## src/rtl/bin2bcd_seq.sv

```systemverilog
// Sequential binary-to-BCD converter (double dabble, one bit per clock) feeding a
// 4-digit display mux. Optional raw-hex bypass port enabled by BIN2BCD_HEX_BYPASS_EN.
module bin2bcd_seq #(
    parameter int         IN_W     = 14,
    parameter logic [3:0] DOT_MASK = 4'b0000
) (
    input  logic            clk,
    input  logic            rst,
    input  logic [IN_W-1:0] bin_in,
    input  logic            load,
`ifdef BIN2BCD_HEX_BYPASS_EN
    input  logic            hex_mode,
`endif
    output logic            ready,
    output logic [15:0]     out_val,
    output logic [3:0]      out_dot,
    output logic            valid,
    output logic            overflow
);

    localparam int CNT_W = $clog2(IN_W + 1);

    typedef enum logic [1:0] {
        IDLE,
        CONV,
        DONE
    } state_t;

    state_t            state;
    logic [IN_W-1:0]   shreg;
    logic [15:0]       bcd;
    logic [CNT_W-1:0]  cnt;
    logic              ovf_pend;
    logic              hex_pend;

    logic [15:0]       bcd_adj;
    logic [IN_W+15:0]  shifted;
    logic              in_big;
    logic              hex_req;

    function automatic logic [15:0] add3_digits(input logic [15:0] v);
        logic [15:0] r;
        r = v;
        for (int d = 0; d < 4; d++) begin
            if (v[d*4 +: 4] >= 4'd5)
                r[d*4 +: 4] = v[d*4 +: 4] + 4'd3;
        end
        return r;
    endfunction

    function automatic logic [15:0] zext_hex(input logic [IN_W-1:0] v);
        return {{(16-IN_W){1'b0}}, v};
    endfunction

    always_comb begin
        bcd_adj = add3_digits(bcd);
        shifted = {bcd_adj, shreg} << 1;
        in_big  = ({{(32-IN_W){1'b0}}, bin_in} > 32'd9999);
`ifdef BIN2BCD_HEX_BYPASS_EN
        hex_req = hex_mode;
`else
        hex_req = 1'b0;
`endif
    end

    always_ff @(posedge clk) begin
        if (rst) begin
            state    <= IDLE;
            ready    <= 1'b1;
            valid    <= 1'b0;
            overflow <= 1'b0;
            out_val  <= 16'h0000;
            out_dot  <= 4'b0000;
            shreg    <= '0;
            bcd      <= 16'h0000;
            cnt      <= '0;
            ovf_pend <= 1'b0;
            hex_pend <= 1'b0;
        end else begin
            valid <= 1'b0;
            case (state)
                IDLE: begin
                    if (load) begin
                        shreg    <= bin_in;
                        bcd      <= 16'h0000;
                        cnt      <= CNT_W'(IN_W);
                        ready    <= 1'b0;
                        hex_pend <= hex_req;
                        // Hex bypass never saturates, so the range flag is masked off.
                        ovf_pend <= in_big && !hex_req;
                        state    <= hex_req ? DONE : CONV;
                    end
                end
                CONV: begin
                    bcd   <= shifted[IN_W+15:IN_W];
                    shreg <= shifted[IN_W-1:0];
                    cnt   <= cnt - CNT_W'(1);
                    if (cnt == CNT_W'(1))
                        state <= DONE;
                end
                DONE: begin
                    // Outputs change only here, so the display never sees a partial result.
                    if (hex_pend) begin
                        out_val  <= zext_hex(shreg);
                        out_dot  <= DOT_MASK;
                        overflow <= 1'b0;
                    end else if (ovf_pend) begin
                        out_val  <= 16'h9999;
                        out_dot  <= 4'b1111;
                        overflow <= 1'b1;
                    end else begin
                        out_val  <= bcd;
                        out_dot  <= DOT_MASK;
                        overflow <= 1'b0;
                    end
                    valid <= 1'b1;
                    ready <= 1'b1;
                    state <= IDLE;
                end
                default: begin
                    state <= IDLE;
                    ready <= 1'b1;
                end
            endcase
        end
    end

endmodule

```

## config.mk

```make
export PLATFORM = sky130hd
export DESIGN_NAME = bin2bcd_seq
export DESIGN_NICKNAME = d
export VERILOG_FILES = /design/src/rtl/bin2bcd_seq.sv
export SDC_FILE = /design/constraint.sdc
export NUM_CORES = 1
export LEC_CHECK = 0
export CAP_MARGIN = 10
export CORE_MARGIN = 2
export CORE_UTILIZATION = 39
export CTS_CLUSTER_DIAMETER = 60
export DETAILED_ROUTE_END_ITERATION = 6
export PLACE_DENSITY = 0.69
export SYNTH_ARGS = -nofsm -noshare
export SYNTH_HDL_FRONTEND = slang
export SYNTH_SLANG_ARGS = --single-unit
```

## constraint.sdc

```tcl
create_clock -name clk -period 1.95 [get_ports clk]
set_input_delay 0.39 -clock clk [delete_from_list [all_inputs] [get_ports clk]]
set_output_delay 0.39 -clock clk [all_outputs]
set_load 0.01 [all_outputs]
```

==> impl_metrics.csv, run 1 <==
group,metric,value,unit
critical_path,critical_path_buf_inv_count,1,
pwr,p_int,1.56,mW
global_routing,grt_max_degree,29,
route,drc,0,
clocking,htreeDepth,2,
pwr,swShare,26.5,%
synth,synth_area_per_cell,8.16,µm²
clocking,numCtsBuffers,5,
synth,synthCells,322,
layout,layout.nets,379,
sta,final-setup-viol-count,0,
layout,area_delta_synth_final,19.2,%
synth,ys_ff_latch,56,
layout,diodes,0,
critical_path,required,1.56,ns
sta,holdWs,0.458,ns
global_routing,grtUsageTotal,16.0,%
outcome,status,"finished, final reports clean",
placed_design,dp.cells,422,
clocking,cts_resized,0,
job,max_cap_violations,0,
critical_path,crit_cells,1,
pwr,p_per_area,678,nW/µm²
layout,multi_input_area,1340,µm²
route,wl_per_cell,13.3,µm
floorplanning,core-area,6420,µm²
worst_hold_path,hp-start,"out_val[13]",
placed_design,dp_hpwl,4.05,mm
floorplanning,die_h,86.1,µm
sta,max-slew-margin-rel,47.9,%
global_routing,antenna_found_initial,0,
global_routing,grt_overflow,0,
sta,fin_crit_sh,86.0,%
global_routing,grt_pass1_wl,9.69,mm
route,drtPass1Iterations,4,
pwr,ir_drop,371,µV
route,drtIter0Drc,117,
route,dr_total_vias,2258,
sta,clock_skew,0.00858,ns
route,vias_per_cell,5.25,
critical_path,arrival,1.29,ns
synth,yosysSeqAreaShare,42.7,%
critical_path,cp-startpoint,"out_dot[2]",
layout,drive_gt1_share,5.67,%
layout,stdcell_count,430,
critical_path,rr_startpoint,"state[0]",
pwr,p_seq_share,57.6,%
placed_design,gp_congestion,0.799,
sta,drv_slew,0,
clocking,clkSinkCount,56,
global_routing,first_global_vias,2028,
pwr,pwr-share-clk,30.5,%
route,top_layer,"met4",
critical_path,crit_family,"buffers and inverters",
critical_path,reg2reg_depth,3,
clocking,cts_tree,"done",
worst_hold_path,worstHoldPathType,"flop to flop",
route,dr_wl_met3,278,µm
route,wirelength,5.72,mm
critical_path,start_kind,"flop",
synth,syn_nets,349,
layout,regArea,1120,µm²
layout,num-fill-cells,612,
critical_path,crit_path_cell_trace,"clkdlybuf4s50_1",
sta,rsz0062_at_grt,"false",
route,drtAntennaViolNets,0,
floorplanning,die_area,7410,µm²
clocking,clock_latency,0.31,ns
sta,finalHoldViolations,0,
floorplanning,ios,40,
worst_hold_path,hold_depth,2,
placed_design,port_buffers,39,
critical_path,max_stage_delay,0.57,ns
clocking,clockRootBuffer,"clkbuf_8",
floorplanning,die_w,86.1,µm
clocking,clockBufferDepth,2,
pwr,p_sw,0.563,mW
floorplanning,std_cell_rows,29,
critical_path,worst-setup-path-type,"flop to output port",
clocking,hold_buffers,0,
synth,ys_types,35,
clocking,clk_pin_slew,0.11,ns
sta,period_needed,1.68,ns
critical_path,end_kind,"output port",
pwr,p_comb_share,11.9,%
synth,synth_warnings,0,
critical_path,cpMaxStageDelayCell,"clkdlybuf4s50_1",
pwr,leakagePower,1.20,nW
critical_path,critPathMaxFanout,6,
floorplanning,initial_core_util,40.9,%
synth,netlist_area,2630,µm²
sta,fmax,596,MHz
clocking,post_cts_buffers,0,
sta,worst_pin_slew,0.778,ns
route,met1_length,2.80,mm
route,wl_met2,2.59,mm
[metal layers]
metal  vias up  global-route usage [%]
met5         -                       0
met4         0                    3.75
met3         6                    2.98
met2        64                    26.5
met1      1035                    21.5
li1       1153                       -
[stage by stage]
step / util [%] / instance area, µm² / power [mW] / worst slack (ns) / TNS [ns]
after floorplan: - / 2630 / 1.41 / 0.616 / 0
after global placement: 47.4 / 3040 / 1.50 / 0.0115 / 0
after detailed placement: 47.4 / 3040 / 1.50 / -0.00121 / -0.00121
after CTS: 48.7 / 3130 / 2.14 / 0.244 / 0
after global routing: 48.7 / 3130 / 2.22 / 0.145 / 0
final: 48.7 / 3130 / 2.12 / 0.274 / 0
[power groups by stage]
stage / sequential, mW / clock, mW / combinational (mW)
after detailed placement: 1.25 / 0 / 0.253
after floorplan: 1.24 / 0 / 0.178
after CTS: 1.22 / 0.663 / 0.254
final: 1.22 / 0.648 / 0.253
after global placement: 1.25 / 0 / 0.248
after global routing: 1.23 / 0.705 / 0.285
[state kept, by name, indices dropped and copies added, names as in the netlist]
register and count:
cnt 4, out_dot 1, state 2, ready 1, out_val 16, valid 1, bcd 16, shreg 14
ovf_pend 1
[worst paths after layout]
kind | to | slack (ns)
worst max-delay path | out_dot[3] | 0.27
worst min-delay path | out_val[13] | 0.46
worst max register to register | state[1] | 0.34
worst min register to register | out_val[13] | 0.46
[Yosys cell counts, drive strengths merged]
library cell | count | area, µm²
nor3 | 35 | 175
mux2i | 4 | 40.0
a22oi | 2 | 15.0
or2 | 1 | 6.26
o21ai | 10 | 50.1
nand2 | 10 | 37.5
a211o | 1 | 8.76
or3 | 4 | 25.0
nand3b | 6 | 45.0
a22o | 11 | 96.3
xnor2 | 4 | 35.0
ha | 10 | 125
clkbuf | 9 | 35.0
xor2 | 3 | 26.3
inv | 10 | 37.5
and2b | 2 | 15.0
buf | 15 | 96.3
and3 | 2 | 12.5
nor4 | 2 | 12.5
nor2 | 64 | 250
nand3 | 5 | 25.0
nor2b | 13 | 81.3
a221oi | 1 | 15.0
nand2b | 8 | 60.1
dfxtp | 56 | 1120
a211oi | 2 | 15.0
o311ai | 1 | 8.76
a21oi | 31 | 155
[layout make-up]
cell class	instances	area share [%]
Sequential cell	56	35.8
Tap cell	77	3.08
Multi-Input combinational cell	232	42.7
Clock inverter	2	0.520
Inverter	10	1.20
Clock buffer	6	2.32
Timing Repair Buffer	47	14.4
[cells by family (layout without fill, tap and decap cells)]
group                    Yosys count  after routing  share of synthesized area (%)
AO/OA/AOI/OAI                     59             59                           13.9
XOR/XNOR                           7              7                           2.33
adder cells (fa/ha/maj)           10             10                           4.76
buffers and inverters             34             65                           6.43
flip-flops                        56             56                           42.7
multiplexers                       4              4                           1.52
AND/OR/NAND/NOR                  152            152                           28.4
[cell usage in the layout, fill, tap and decap left out, types with 8 or more instances in the layout]
master / synthesis / final
nor2_1: 62 / 62
dfxtp_1: 56 / 56
clkdlybuf4s50_1: 0 / 39
nor3_1: 35 / 35
a21oi_1: 31 / 31
nor2b_1: 13 / 13
a22o_1: 11 / 11
inv_1: 10 / 10
nand2_1: 10 / 10
o21ai_0: 10 / 10
ha_1: 10 / 10
buf_4: 6 / 8
No activity file was read; power rests on OpenSTA's default activity.
==> run 2, diff against run 1 <==
- CTS_CLUSTER_SIZE: not set -> 30
==> results of run 2 <==
No change in the layout: final DEF, timing and power equal those of run 1.
==> run 3, diff against run 2 <==
- ABC_AREA: not set -> 1
==> run 3 against run 2 <==
Net effect:
- die area fell by 2.1%
- synthesized cell count rose by 11%
- largest power group unchanged
- sequential power barely moved
- flip-flop and latch count did not move
- clock power barely moved
==> impl_metrics.csv, run 3 <==
group,metric,value,unit
outcome,status,"finished, final reports clean",
critical_path,max_stage_delay,0.57,ns
placed_design,dp_hpwl,3.57,mm
route,drc,0,
critical_path,required,1.56,ns
floorplanning,die_w,85.2,µm
layout,stdcell_count,466,
sta,drv_slew,0,
synth,synth_area_per_cell,7.20,µm²
synth,yosys-top-cells-count,"nand2_1, dfxtp_1, a21oi_1",
pwr,ir_drop,326,µV
clocking,clock_latency,0.31,ns
synth,synth-main-ff-cell,"dfxtp_1",
synth,synth_warnings,0,
clocking,numCtsBuffers,5,
floorplanning,die_h,85.2,µm
route,dr_total_vias,2315,
critical_path,critical_path_buf_inv_count,1,
job,max_cap_violations,0,
critical_path,critPathMaxFanout,6,
clocking,clockBufferDepth,2,
floorplanning,ios,40,
floorplanning,std_cell_rows,29,
clocking,hold_buffers,0,
route,drtIter0Drc,92,
clocking,clockRootBuffer,"clkbuf_8",
global_routing,antenna_found_initial,0,
route,wl_per_cell,11.3,µm
critical_path,worst-setup-path-type,"flop to output port",
route,drtAntennaViolNets,0,
clocking,cts_tree,"done",
synth,ys_ff_latch,56,
synth,synth-simple-area-share,28.0,%
clocking,post_cts_buffers,0,
synth,synthCells,357,
layout,layout.nets,415,
sta,period_needed,1.68,ns
synth,synth_xor_area_share,0.341,%
floorplanning,die_area,7250,µm²
route,vias_per_cell,4.97,
synth,synthArstFlopShare,0,%
synth,yosysSeqAreaShare,43.6,%
layout,num-fill-cells,650,
sta,rsz0062_at_grt,"false",
critical_path,end_kind,"output port",
clocking,cts_resized,0,
synth,ys_types,23,
critical_path,rr_startpoint,"state[0]",
synth,yosys.area.top_type,"dfxtp_1",
sta,final-setup-viol-count,0,
pwr,leakagePower,1.19,nW
sta,fmax,596,MHz
route,drtPass1Iterations,4,
placed_design,gp_congestion,0.857,
synth,synth_compound_area_share,14.2,%
global_routing,first_global_vias,2099,
synth,synthTopCellsByArea,"dfxtp_1, nand2_1, a21oi_1, ha_1, inv_1",
synth,netlist.area_leader.share,43.6,%
layout,area_delta_synth_final,20.0,%
global_routing,grt_pass1_wl,9.20,mm
synth,synth_top_family_by_area,"simple AND/OR/NAND/NOR gates",
layout,layout_common_cells,"nand2_1, dfxtp_1, clkdlybuf4s50_1",
synth,syn_nets,384,
synth,yosys.area_share.adder,4.87,%
critical_path,crit_family,"buffers and inverters",
clocking,clk_pin_slew,0.09,ns
clocking,clkSinkCount,56,
worst_hold_path,worstHoldPathType,"flop to flop",
sta,fin_tns_setup,0,ns
layout,drive_gt1_share,4.63,%
route,wirelength,5.27,mm
layout,diodes,0,
global_routing,grt_max_degree,36,
critical_path,start_kind,"flop",
pwr,p_per_area,668,nW/µm²
sta,clock_skew,0.00570,ns
critical_path,arrival,1.29,ns
critical_path,crit_path_cell_trace,"clkdlybuf4s50_1",
synth,synth_edf_count,0,
floorplanning,initial_core_util,40.5,%
critical_path,cp-startpoint,"out_dot[2]",
sta,worst_pin_slew,0.544,ns
placed_design,port_buffers,39,
layout,reg_top3,"bcd (16), out_val (16), shreg (14)",
sta,fin_crit_sh,86.1,%
synth,synth_mux_area_share,0,%
critical_path,cpMaxStageDelayCell,"clkdlybuf4s50_1",
synth,synth_most_common_cell,"nand2_1",
floorplanning,core-area,6350,µm²
sta,max-slew-margin-rel,63.7,%
sta,finalHoldViolations,0,
synth,netlist_area,2570,µm²
placed_design,dp.cells,458,
clocking,htreeDepth,2,
layout,final_common_cell,"nand2_1",
worst_hold_path,hp-start,"ready",
global_routing,grt_overflow,0,
global_routing,grtUsageTotal,15.3,%
run 3: cell count changes after synthesis, moves of 6 or more:
cell,before,now
nand4_1,0,8
nand3b_1,6,0
nor3_1,35,3
nor2b_1,13,0
nor2_1,62,26
a31oi_1,0,13
nand2b_1,6,0
a22o_1,11,0
nand2_1,10,119
inv_1,10,26
nand3_1,5,16
run 3: cells by family (layout without fill, tap and decap cells):
kind of cell,Yosys count,after routing
adders and majority gates,10,10
xor gates and xnor gates,1,1
buffers and inverters,49,81
DFF,56,56
AOI/OAI and AO/OA,66,66
and+or+nand+nor,175,175
run 3: per-layer routing:
metal	up-vias	track usage, %	part of all wire [%]
met5	-	0	0
met4	0	4.76	1.2
met3	6	3.31	3.9
met2	43	27.1	47
met1	1045	18.6	47
li1	1221	-	-
run 3: layout make-up:
type / count / area (µm²) / share of cell area, %
inverters: 30 / 113 / 3.65
well taps: 77 / 96.3 / 3.12
repair buffers: 43 / 445 / 14.4
flip-flops and latches: 56 / 1120 / 36.4
clock buffers: 8 / 90.1 / 2.92
multi-input cells: 252 / 1220 / 39.5
run 3: stage by stage:
stage               total power, mW  utilization, %  hold slack [ns]  area (µm²)  setup slack, ns
finish                         2.06            48.6            0.460        3080            0.272
floorplan                      1.36               -            0.444        2570            0.768
CTS                            2.09            48.6            0.465        3080            0.256
global placement               1.44            47.1            0.448        2990            0.357
global route                   2.16            48.6            0.483        3080            0.211
detailed placement             1.44            47.1            0.454        2990            0.326
run 3: power breakdown:
group | total, mW | internal (mW) | switching [mW] | leakage, nW
clock | 0.645 | 0.291 | 0.355 | 0.0455
combinational | 0.210 | 0.0886 | 0.122 | 0.693
sequential | 1.20 | 1.18 | 0.0253 | 0.455
run 3: path summary, 6_finish.rpt:
check               endpoint  slack [ns]  cells after the start
setup / recovery  out_dot[0]        0.27                      1
hold reg to reg        ready        0.46                      2
hold / removal         ready        0.46                      2
setup reg to reg      bcd[8]        0.49                      6
